## src/rtl/regfile_seq_pkg.sv

```systemverilog
`default_nettype none
// ============================================================================
// Module      : regfile_seq_pkg
// Description : Shared op/state encodings and sequencing rule for regfile_seq.
// Revision    : 1.0 - initial release
// ============================================================================
package regfile_seq_pkg;

    localparam logic [1:0] OP_LOADI = 2'b00;
    localparam logic [1:0] OP_MOV   = 2'b01;
    localparam logic [1:0] OP_SWAP  = 2'b10;
    localparam logic [1:0] OP_READ  = 2'b11;

    typedef enum logic [2:0] {
        S_IDLE = 3'd0,
        S_RD_A = 3'd1,
        S_RD_B = 3'd2,
        S_WR_A = 3'd3,
        S_WR_B = 3'd4,
        S_DONE = 3'd5
    } state_t;

    // In IDLE the op is the incoming request; elsewhere it is the captured op.
    function automatic state_t seq_next(input state_t s, input logic [1:0] op,
                                        input logic accept);
        state_t n;
        n = s;
        case (s)
            S_IDLE: begin
                if (accept) begin
                    case (op)
                        OP_LOADI: n = S_WR_A;
                        OP_MOV:   n = S_RD_B;
                        default:  n = S_RD_A;
                    endcase
                end
            end
            S_RD_A:  n = (op == OP_READ) ? S_DONE : S_RD_B;
            S_RD_B:  n = S_WR_A;
            S_WR_A:  n = (op == OP_SWAP) ? S_WR_B : S_DONE;
            S_WR_B:  n = S_DONE;
            S_DONE:  n = S_IDLE;
            default: n = S_IDLE;
        endcase
        return n;
    endfunction

endpackage
`default_nettype wire

```

## src/rtl/vDFFE.sv

```systemverilog
`default_nettype none
// ============================================================================
// Module      : vDFFE
// Description : N-bit register with load enable.
// Revision    : 1.0 - initial release
// ============================================================================
module vDFFE #(
    parameter int N = 1
) (
    input  logic         clk,
    input  logic         en,
    input  logic [N-1:0] in,
    output logic [N-1:0] out
);

    always_ff @(posedge clk) begin
        if (en) begin
            out <= in;
        end
    end

endmodule
`default_nettype wire

```

## src/rtl/regfile_seq.sv

```systemverilog
`default_nettype none
// ============================================================================
// Module      : regfile_seq
// Description : Multi-cycle LOADI/MOV/SWAP/READ sequencer driving a register file.
// Revision    : 1.0 - initial release
// ============================================================================
module regfile_seq
    import regfile_seq_pkg::*;
#(
    parameter int DW = 16,
    parameter int AW = 3
) (
    input  logic          clk,
    input  logic          reset,
    input  logic          req_valid,
    output logic          req_ready,
    input  logic [1:0]    req_op,
    input  logic [AW-1:0] req_ra,
    input  logic [AW-1:0] req_rb,
    input  logic [DW-1:0] req_imm,
    input  logic [DW-1:0] rf_data_out,
    output logic [AW-1:0] rf_readnum,
    output logic [AW-1:0] rf_writenum,
    output logic          rf_write,
    output logic [DW-1:0] rf_data_in,
    output logic          done,
    output logic [DW-1:0] rsp_data
);

    state_t        r_state;
    state_t        w_state_next;
    logic          w_accept;
    logic [1:0]    w_op_sel;
    logic [1:0]    r_op;
    logic [AW-1:0] r_ra;
    logic [AW-1:0] r_rb;
    logic [DW-1:0] r_imm;
    logic [DW-1:0] r_tmp_a;
    logic [DW-1:0] r_tmp_b;
    logic          w_rsp_load;

    assign req_ready = (r_state == S_IDLE) & ~reset;
    assign w_accept  = req_valid & req_ready;
    assign w_op_sel  = (r_state == S_IDLE) ? req_op : r_op;

    // Load-enable registers are cleared by forcing a zero load during reset.
    vDFFE #(.N(2)) u_op (
        .clk (clk),
        .en  (w_accept | reset),
        .in  (reset ? 2'b00 : req_op),
        .out (r_op)
    );

    vDFFE #(.N(AW)) u_ra (
        .clk (clk),
        .en  (w_accept | reset),
        .in  (reset ? {AW{1'b0}} : req_ra),
        .out (r_ra)
    );

    vDFFE #(.N(AW)) u_rb (
        .clk (clk),
        .en  (w_accept | reset),
        .in  (reset ? {AW{1'b0}} : req_rb),
        .out (r_rb)
    );

    vDFFE #(.N(DW)) u_imm (
        .clk (clk),
        .en  (w_accept | reset),
        .in  (reset ? {DW{1'b0}} : req_imm),
        .out (r_imm)
    );

    vDFFE #(.N(DW)) u_tmp_a (
        .clk (clk),
        .en  ((r_state == S_RD_A) | reset),
        .in  (reset ? {DW{1'b0}} : rf_data_out),
        .out (r_tmp_a)
    );

    vDFFE #(.N(DW)) u_tmp_b (
        .clk (clk),
        .en  ((r_state == S_RD_B) | reset),
        .in  (reset ? {DW{1'b0}} : rf_data_out),
        .out (r_tmp_b)
    );

    // tmp_a and rsp_data load the same read value on the RD_A->DONE edge.
    assign w_rsp_load = (r_state == S_RD_A) & (r_op == OP_READ);

    vDFFE #(.N(DW)) u_rsp (
        .clk (clk),
        .en  (w_rsp_load | reset),
        .in  (reset ? {DW{1'b0}} : rf_data_out),
        .out (rsp_data)
    );

    always_ff @(posedge clk) begin
        if (reset) begin
            r_state <= S_IDLE;
        end else begin
            r_state <= w_state_next;
        end
    end

    always_comb begin
        w_state_next = seq_next(r_state, w_op_sel, w_accept);
        rf_readnum   = '0;
        rf_writenum  = '0;
        rf_write     = 1'b0;
        rf_data_in   = '0;
        done         = 1'b0;
        case (r_state)
            S_RD_A: rf_readnum = r_ra;
            S_RD_B: rf_readnum = r_rb;
            S_WR_A: begin
                rf_write    = 1'b1;
                rf_writenum = r_ra;
                rf_data_in  = (r_op == OP_LOADI) ? r_imm : r_tmp_b;
            end
            S_WR_B: begin
                rf_write    = 1'b1;
                rf_writenum = r_rb;
                rf_data_in  = r_tmp_a;
            end
            S_DONE:  done = ~reset;
            default: ;
        endcase
    end

endmodule
`default_nettype wire

```

## config.mk

```make
export PLATFORM = sky130hd
export DESIGN_NAME = regfile_seq
export DESIGN_NICKNAME = d
export VERILOG_FILES = /design/src/rtl/regfile_seq_pkg.sv /design/src/rtl/vDFFE.sv /design/src/rtl/regfile_seq.sv
export SDC_FILE = /design/constraint.sdc
export NUM_CORES = 1
export LEC_CHECK = 0
export CORE_ASPECT_RATIO = 0.5
export CORE_MARGIN = 5
export CORE_UTILIZATION = 47
export DETAILED_ROUTE_END_ITERATION = 8
export MAX_ROUTING_LAYER = met4
export PLACE_DENSITY = 0.85
export SYNTH_ARGS = -nofsm -noshare
export SYNTH_HDL_FRONTEND = slang
export SYNTH_HIERARCHICAL = 1
export SYNTH_SLANG_ARGS = --single-unit
```

## constraint.sdc

```tcl
create_clock -name clk -period 2.36 [get_ports clk]
set_input_delay 0.708 -clock clk [delete_from_list [all_inputs] [get_ports clk]]
set_output_delay 0.708 -clock clk [all_outputs]
set_load 0.02 [all_outputs]
```

==> summary.md, run 1 <==
| Metric | Value |
|---|---|
| Leakage | `1.80 nW` |
| Place WS | `-414 ps` |
| Placed cell count | `400` |
| Post-synth top area share | `slightly below 70%` |
| Vias in the first global route | `roughly 2.3k` |
| Layout net count | `368` |
| Final setup vio count | `3` |
| Inserted Clock Buffers | `9` |
| Mapped Cells | `roughly 220` |
| Clock skew | `~4.5 ps` |
| Via Count | `roughly 2.3k` |
| Register area share after synthesis | `a little under three quarters` |
| Status | `finished with violations` |
| CTS tree | `yes` |
| Crit share post-route | `102%` |
| Max-cap violation count | `0` |
| Ant. Diodes | `0` |
| Mean Syn Cell Area | `14.5 sq um` |
| Post-DRT Antenna Nets | `0` |
| Worst vdd ir | `between 0.3 and 0.4 mV` |
| Final Worst Setup Slack | `-54.2 ps` |
| Row count | `21` |
| Flops & latches, synth | `75` |
| Critical path type | `flip-flop to primary output` |
| Top cells by area, synth | `edfxtp_1, nor2b_1, mux2i_1` |
| WP data arrival | `between 1500 and 2000 ps` |
| Gr usage total | `21.7%` |
| Initial Util | `between 40% and 50%` |
| Setup_tns | `-95.6 ps` |
| H-tree levels | `3` |
| Core Box Area | `0.00657 sq mm` |
| Mapped Area | `about 0.0031 sq mm` |
| HP Class | `flip-flop to flip-flop` |
| Largest net degree at the start of global routing | `37` |
| Proportion of layout cells with a drive suffix above 1 | `about 24%` |
| Die Y-Extent | `between 60 and 70 um` |
| First-pass GRT wire length | `13200 um` |
| Drt total wl | `9130 um` |
| Failing checks | `negative setup slack` |
| Clock Tree Root | `clkbuf_16` |
| # IOs | `84` |
| Drt drc | `0` |
| Detailed placer's ending HPWL | `around 5300 um` |
| Synthesis-to-layout area growth | `46.5%` |
| Largest area contributor in the netlist | `edfxtp_1` |
| Unique masters post-synth | `33` |
| Syn Nets | `approximately 260` |
| PwrDens | `803 mW/mm^2` |
| Maximum clock path buffer count | `2` |
| RSZ-0062 raised after global routing | `yes` |
| Clock-pin slew on the worst setup and hold paths | `60 ps` |
| Startpoint Class | `flip-flop` |
| Overflow after GRT | `0` |
| Worst-skew pair later-pin latency | `~330 ps` |
| Post-route minimum period | `2410 ps` |
| Final Hold Vio Count | `0` |
| Die W | `approximately 130 um` |
| Hold_buf cts | `0` |
| Max frequency | `a little over 0.4 GHz` |
| Worst hold slack | `roughly 730 ps` |
| Fin. max-slew vios | `0` |
| Die area | `0.00849 sq mm` |
| First-pass iteration count of the detailed router | `4` |
| Required time of the critical path | `between 1500 and 2000 ps` |
| Slew @ Worst Pin | `between 300 and 400 ps` |
| FF-to-FF setup slack | `just over 900 ps` |
| Synthesis Warnings | `6` |
| Finished Layout Cells | `422` |
| Vias per cell | `between 5 and 6` |
| CP Max Fanout | `5` |
| Slew headroom | `73.4%` |
| CTS Sinks | `75` |
| Pwr Total | `roughly 3.7 mW` |
| Antenna violations before repair | `0` |
| Routed WL per cell | `21.6 um` |
| DRT iter0 DRCs | `approximately 250` |
| Worst Setup End Kind | `primary output` |
| Port bufs | `83` |
| Routability Congestion | `roughly 0.86` |
==> worst max-delay path: stages, from the launching register on <==
cell and delay [ps]:
edfxtp_1 420, nor2_4 210, buf_8 150, buf_4 110
mux2i_2 230, o21ai_1 90, buf_4 160
==> final timing paths <==
kind | from | endpoint | cells after the start
worst max-delay path | u_op/out[1] | rf_data_in[2] | 6
worst min register to register | r_state[2] | r_state[1] | 3
worst max register to register | r_state[1] | u_imm/out[0] | 4
worst min-delay path | r_state[2] | r_state[1] | 3
==> power by group <==
group / total (mW) / switching (mW) / internal (mW)
clock: 1.28 / 0.561 / 0.717
combinational: 0.679 / 0.342 / 0.337
sequential: 1.72 / 0.0850 / 1.64
==> logic make-up (layout without fill, tap and decap cells) <==
| family | Yosys count | count (layout) | synth area share, % |
|---|---|---|---|
| AOI/OAI and AO/OA | 33 | 33 | 6.80 |
| muxes | 16 | 16 | 5.12 |
| buffers and inverters | 14 | 128 | 2.76 |
| and+or+nand+nor | 78 | 78 | 14.3 |
| DFF | 75 | 75 | 71.0 |
==> layout make-up <==
type / instances / area (sq um)
clock buffers: 9 / 225
clock inverters: 7 / 51.3
fillers: 416 / 1990
inverters: 2 / 7.51
multi-input cells: 127 / 891
flip-flops and latches: 75 / 2230
well taps: 92 / 115
repair buffers: 110 / 1060
==> timing repair <==
action                     in CTS  in global routing
pin swaps                       2                  7
setup endpoints to repair      25                 24
cloned                          0                  0
resized for setup              96                 42
buffers inserted                6                  4
==> layout by cell type, fill, tap and decap left out, types with 3 or more instances in the layout <==
master,count
edfxtp_1,72
clkdlybuf4s50_1,57
nor2b_1,41
buf_4,25
nand2_1,17
o21ai_1,14
mux2i_1,10
clkbuf_16,9
buf_2,8
mux2i_2,5
nor2_1,5
buf_6,5
buf_12,5
dlymetal6s2s_1,4
a22o_1,3
a22oi_1,3
a21o_1,3
==> cells in the mapped netlist <==
cell type,number
o2bb2ai_1,1
o21a_1,2
a41o_2,1
a211oi_1,1
o31a_1,1
nor3_1,1
o21ai_1,10
nor3b_1,2
dfxtp_1,3
inv_1,2
and3_1,2
buf_12,1
nor2b_1,43
o21ai_0,6
nand3b_1,1
nor3_2,1
mux2i_1,16
a22o_1,3
nand4b_1,1
nand2b_1,1
nor2_1,5
buf_2,5
or2_1,1
clkbuf_1,4
a21oi_1,2
a22oi_1,3
buf_4,1
a21o_1,3
nor2_4,1
edfxtp_1,72
nand2_1,17
buf_6,1
nor4_1,2
==> registers in the layout, summed over array words and instances (netlist names) <==
| signal | flops |
|---|---|
| u_imm/out | 16 |
| u_rsp/out | 16 |
| u_tmp_a/out | 16 |
| u_tmp_b/out | 16 |
| r_state | 3 |
| u_ra/out | 3 |
| u_rb/out | 3 |
| u_op/out | 2 |
==> through the flow <==
step	utilization, %	area, sq um
2_1_floorplan	-	3130
3_3_place_gp	64.5	4240
3_5_place_dp	64.5	4240
4_1_cts	68.8	4520
5_1_grt	69.8	4580
6_report	69.8	4580
==> routing by layer <==
layer	GRT usage, %	up-vias	part of all wire [%]
met5	-	-	0
met4	10.0	0	2.6
met3	5.61	22	7.4
met2	37.9	122	52
met1	24.1	1152	38
li1	-	1011	-
Note: power is estimated with default switching activity, not from simulation.
==> run 2: changes to the inputs <==
--- a/config.mk
+++ b/config.mk
@@ -9,8 +9,10 @@
 export CORE_MARGIN = 5
 export CORE_UTILIZATION = 47
 export DETAILED_ROUTE_END_ITERATION = 8
+export DONT_BUFFER_PORTS = 1
 export MAX_ROUTING_LAYER = met4
-export PLACE_DENSITY = 0.85
+export PLACE_DENSITY = 0.69
+export SKIP_CTS_REPAIR_TIMING = 1
 export SYNTH_ARGS = -nofsm -noshare
 export SYNTH_HDL_FRONTEND = slang
 export SYNTH_HIERARCHICAL = 1
==> run 2 against run 1 <==
Compared with the run above: the run now ends clean; utilization fell by 13 points; combinational power fell by 44%; power fell by 4.1%; largest cell class unchanged; count of clock-buffer cells in the layout rose by 2; global-route usage fell by 5.0 points; setup slack improved by 160 ps; critical endpoint is now rf_data_in[9].
==> summary.md, run 2 (synthesis gave the netlist of run 1 again) <==
| Metric | Value |
|---|---|
| Row count | `21` |
| Met3 WL | `approximately 390 um` |
| Finished layout cell area | `between 0.003 and 0.004 sq mm` |
| Setup_tns | `0 ps` |
| DRT iter0 DRCs | `between 100 and 150` |
| Via Count | `1772` |
| CP max-delay cell | `edfxtp_1` |
| Worst vdd ir | `about 0.52 mV` |
| Vias per cell | `a little over 5` |
| Ant. Diodes | `0` |
| Worst hold slack | `between 500 and 600 ps` |
| Worst Setup End Kind | `primary output` |
| Worst-skew pair later-pin latency | `about 330 ps` |
| RSZ-0062 raised after global routing | `no` |
| Clock skew | `6.08 ps` |
| Pwr Total | `3.53 mW` |
| DP Area | `0.00340 sq mm` |
| WP data arrival | `about 1600 ps` |
| Max-cap violation count | `0` |
| Port bufs | `0` |
| Inserted Clock Buffers | `9` |
| PwrDens | `about 940 mW/mm^2` |
| Crit-path max cell delay | `420 ps` |
| Fin. max-slew vios | `0` |
| Most frequent cells in the layout | `edfxtp_1, nor2b_1, buf_4, nand2_1, mux2i_1` |
| Required time of the critical path | `about 1700 ps` |
| Vias in the first global route | `~1.9k` |
| CTS tree | `yes` |
| Drt drc | `0` |
| Status | `complete, no violations` |
| Slew @ Worst Pin | `~450 ps` |
| Critical path type | `flip-flop to primary output` |
| CTS Sinks | `75` |
| H-tree levels | `3` |
| Layout net count | `~290` |
| Startpoint Class | `flip-flop` |
| Proportion of layout cells with a drive suffix above 1 | `a little over a fifth` |
| Clock-pin slew on the worst setup and hold paths | `about 50 ps` |
| Drt total wl | `~6400 um` |
| Flip-flop and latch area | `roughly 0.0022 sq mm` |
| Cell family with most CP delay | `flip-flops` |
| Post-DRT Antenna Nets | `0` |
| Max frequency | `~0.44 GHz` |
| Commonest non-fill, non-tap cell in the layout | `edfxtp_1` |
| Met2 wire length | `approximately 3100 um` |
| Finished Layout Cells | `between 300 and 400` |
| # IOs | `84` |
| Gr usage total | `16.7%` |
| Area of the multi-input gates | `836 sq um` |
| Cell Chain, Critical Path | `nor2_4 -> buf_12 -> mux2i_1 -> o21ai_0 -> buf_4` |
| Number of buffers and inverters on the critical path | `2` |
| Crit share post-route | `a little over nine tenths` |
| Place WS | `310 ps` |
| Routability Congestion | `0.779` |
| CP Max Fanout | `16` |
| Die Y-Extent | `67.7 um` |
| Final Worst Setup Slack | `~100 ps` |
| Core Box Area | `approximately 0.0066 sq mm` |
| Final Hold Vio Count | `0` |
| HP Class | `input port to flip-flop` |
| Leakage | `about 1.4 nW` |
| Top sig layer | `met4` |
| First-pass GRT wire length | `approximately 10000 um` |
| First-pass iteration count of the detailed router | `4` |
| Clock Tree Root | `clkbuf_16` |
| Detailed placer's ending HPWL | `roughly 4100 um` |
| FILL cells | `538` |
| Routed WL per cell | `approximately 19 um` |
| Slew headroom | `a little over two thirds` |
| Overflow after GRT | `0` |
| Largest net degree at the start of global routing | `48` |
| Die area | `about 0.0085 sq mm` |
| Maximum clock path buffer count | `2` |
| Final setup vio count | `0` |
| Initial Util | `about 48%` |
| Synthesis-to-layout area growth | `19.5%` |
| Antenna violations before repair | `0` |
| Die W | `between 100 and 150 um` |
| Final Util | `56.9%` |
| Post-route minimum period | `approximately 2300 ps` |
| Placed cell count | `roughly 320` |
| DRT met1 WL | `2810 um` |
## run 2: cell count changes in the layout (fill, tap and decap cells not counted), sizes merged
cell           previous run  this run
buf                      45        30
clkdlybuf4s50            57         0
clkinvlp                  1         0
bufinv                    0         2
clkdlybuf4s15             2         0
inv                       4         2
dlymetal6s2s              4         0
clkinv                    4         3
## run 2: cell type report
class / count / area share, %
Tap cell: 92 / 3.08
Clock inverter: 5 / 2.07
Inverter: 2 / 0.201
Multi-Input combinational cell: 127 / 22.4
Clock buffer: 11 / 6.22
Sequential cell: 75 / 59.6
Timing Repair Buffer: 30 / 6.46
## run 2: power by group
group / internal (mW) / total (mW) / switching [mW]
sequential: 1.64 / 1.73 / 0.0899
clock: 0.922 / 1.42 / 0.502
combinational: 0.154 / 0.378 / 0.224
total: 2.71 / 3.53 / 0.816
## run 2: path summary, 6_finish.rpt
check                                       to  cells past startpoint  slack, ps   startpoint
worst max-delay path             rf_data_in[9]                      5        100  u_op/out[1]
worst min-delay path                r_state[0]                      2        550        reset
worst max register to register  u_tmp_b/out[1]                      3        930   r_state[1]
worst min register to register      r_state[1]                      2        680   r_state[0]
## run 2: per-layer routing
layer | track usage [%] | vias to the layer above
met1 | 19.1 | 866
li1 | - | 846
met3 | 7.66 | 8
met4 | 5.27 | 0
met2 | 26.6 | 52
met5 | - | -
==> run 3: changes to the inputs <==
--- a/config.mk
+++ b/config.mk
@@ -12,7 +12,7 @@
 export DONT_BUFFER_PORTS = 1
 export MAX_ROUTING_LAYER = met4
 export PLACE_DENSITY = 0.69
-export SKIP_CTS_REPAIR_TIMING = 1
+export REMOVE_ABC_BUFFERS = 1
 export SYNTH_ARGS = -nofsm -noshare
 export SYNTH_HDL_FRONTEND = slang
 export SYNTH_HIERARCHICAL = 1
==> run 3 against run 2 <==
Compared with the run above: power shrank 1.9%; die area is the same; non-clock buffer count grew 2; critical endpoint is now rf_data_in[5]; highest routed layer unchanged.
==> summary.md, run 3 (synthesis gave the netlist of run 1 again) <==
| Metric | Value |
|---|---|
| Status | `complete, no violations` |
| PwrDens | `around 900 mW/mm^2` |
| Required time of the critical path | `approximately 1700 ps` |
| Slew headroom | `a little under three quarters` |
| Worst vdd ir | `between 0.3 and 0.4 mV` |
| Worst Setup SP | `u_op/out[0]` |
| Critical path type | `flip-flop to primary output` |
| Die area | `~0.0085 sq mm` |
| Post-DRT Antenna Nets | `0` |
| CP Max Fanout | `7` |
| WP data arrival | `1580 ps` |
| Reg-to-Reg Start | `r_state[0]` |
| Reg2reg path depth | `4` |
| Drt total wl | `approximately 6300 um` |
| FILL cells | `540` |
| Routability Congestion | `~0.72` |
| Inserted Clock Buffers | `9` |
| Worst Setup End Kind | `primary output` |
| Setup_tns | `0 ps` |
| Startpoint Class | `flip-flop` |
| H-tree levels | `3` |
| First-pass GRT wire length | `9510 um` |
| Vias per cell | `5.19` |
| Vias in the first global route | `around 1.9k` |
| Synthesis-to-layout area growth | `19.8%` |
| Max frequency | `around 0.44 GHz` |
| Initial Util | `about 48%` |
| # IOs | `84` |
| Leakage | `1.40 nW` |
| Via Count | `1790` |
| Fin. max-slew vios | `0` |
| Detailed placer's ending HPWL | `4090 um` |
| FF-to-FF setup slack | `830 ps` |
| Drt drc | `0` |
| Routed WL per cell | `about 18 um` |
| CTS Sinks | `75` |
| Post-route minimum period | `between 2000 and 2500 ps` |
| Clock Tree Root | `clkbuf_16` |
| Overflow after GRT | `0` |
| Die Y-Extent | `67.7 um` |
| HP Class | `input port to flip-flop` |
| Final Hold Vio Count | `0` |
| Most frequent cells in the layout | `edfxtp_1, nor2b_1, buf_4, nand2_1, mux2i_1` |
| Clock skew | `8.29 ps` |
| DP Area | `between 0.003 and 0.004 sq mm` |
| Row count | `21` |
| CTS tree | `yes` |
| Antenna violations before repair | `1` |
| Worst-skew pair later-pin latency | `~330 ps` |
| Proportion of layout cells with a drive suffix above 1 | `between 20% and 30%` |
| Critical Path End | `rf_data_in[5]` |
| Clock-pin slew on the worst setup and hold paths | `60 ps` |
| Slew @ Worst Pin | `approximately 420 ps` |
| Layout net count | `between 200 and 300` |
| Port bufs | `0` |
| Crit Reg-Reg Endpoint | `u_tmp_b/out[2]` |
| Maximum clock path buffer count | `2` |
| First-pass iteration count of the detailed router | `4` |
| Gr usage total | `~15%` |
| Largest net degree at the start of global routing | `between 40 and 50` |
| Core Box Area | `around 0.0066 sq mm` |
| Finished layout cell area | `between 0.003 and 0.004 sq mm` |
| Commonest non-fill, non-tap cell in the layout | `edfxtp_1` |
| Max-cap violation count | `0` |
| Final setup vio count | `0` |
| DRT iter0 DRCs | `around 130` |
| Die W | `around 130 um` |
| Crit share post-route | `a little under 100%` |
-- run 3: final cells by class --
cell class | instances | area [sq um] | share of cell area [%]
flip-flops and latches | 75 | 2230 | 59.4
multi-input cells | 127 | 838 | 22.4
repair buffers | 32 | 255 | 6.81
clock buffers | 9 | 225 | 6.01
well taps | 92 | 115 | 3.07
clock inverters | 7 | 76.3 | 2.04
inverters | 2 | 7.51 | 0.200
diodes | 1 | 2.50 | 0.0668
-- run 3: repair_timing --
| item | CTS | global route |
|---|---|---|
| endpoints found under the setup margin | 16 | 23 |
| hold buffers | 0 | 0 |
| pin swaps | 0 | 1 |
| gates resized for setup | 3 | 8 |
| setup buffers | 1 | 2 |
-- run 3: layer usage --
layer,routed length (um),vias up,global-route usage [%]
met2,3100,59,25.3
met5,0,-,-
met4,101,0,6.76
met1,2790,866,18.1
met3,318,13,4.82
li1,-,852,-
-- run 3: worst min path at each step --
stage | from | depth (start not counted) | endpoint | slack [ps]
final | reset | 1 | u_imm/out[11] | 570
after global routing | reset | 2 | r_state[2] | 550
after CTS | reset | 2 | r_state[2] | 550
after detailed placement | r_state[2] | 3 | r_state[2] | 730
after global placement | r_state[2] | 3 | r_state[2] | 700
after floorplan | r_state[2] | 2 | r_state[1] | 660
-- run 3: power by group --
group | switching, mW | internal, mW
Combinational | 0.230 | 0.157
Sequential | 0.0905 | 1.64
Clock | 0.522 | 0.825
Total | 0.843 | 2.62
-- run 3: critical path, cell delays in order, from the launching register on --
cell      delay [ps]
edfxtp_1         470
nor2_4           150
buf_6            170
mux2i_1          200
o21ai_0           90
buf_4            170
-- run 3: stage by stage --
stage	setup WS (ps)	cells	util (%)	hold WS, ps	power (mW)
final	74.8	345	57.0	565	3.46
after global routing	-23.4	345	57.0	549	3.60
after CTS	1.93	342	56.4	550	3.48
after detailed placement	325	325	51.6	729	2.12
after global placement	368	325	51.6	699	2.11
after floorplan	-377	204	-	660	1.98
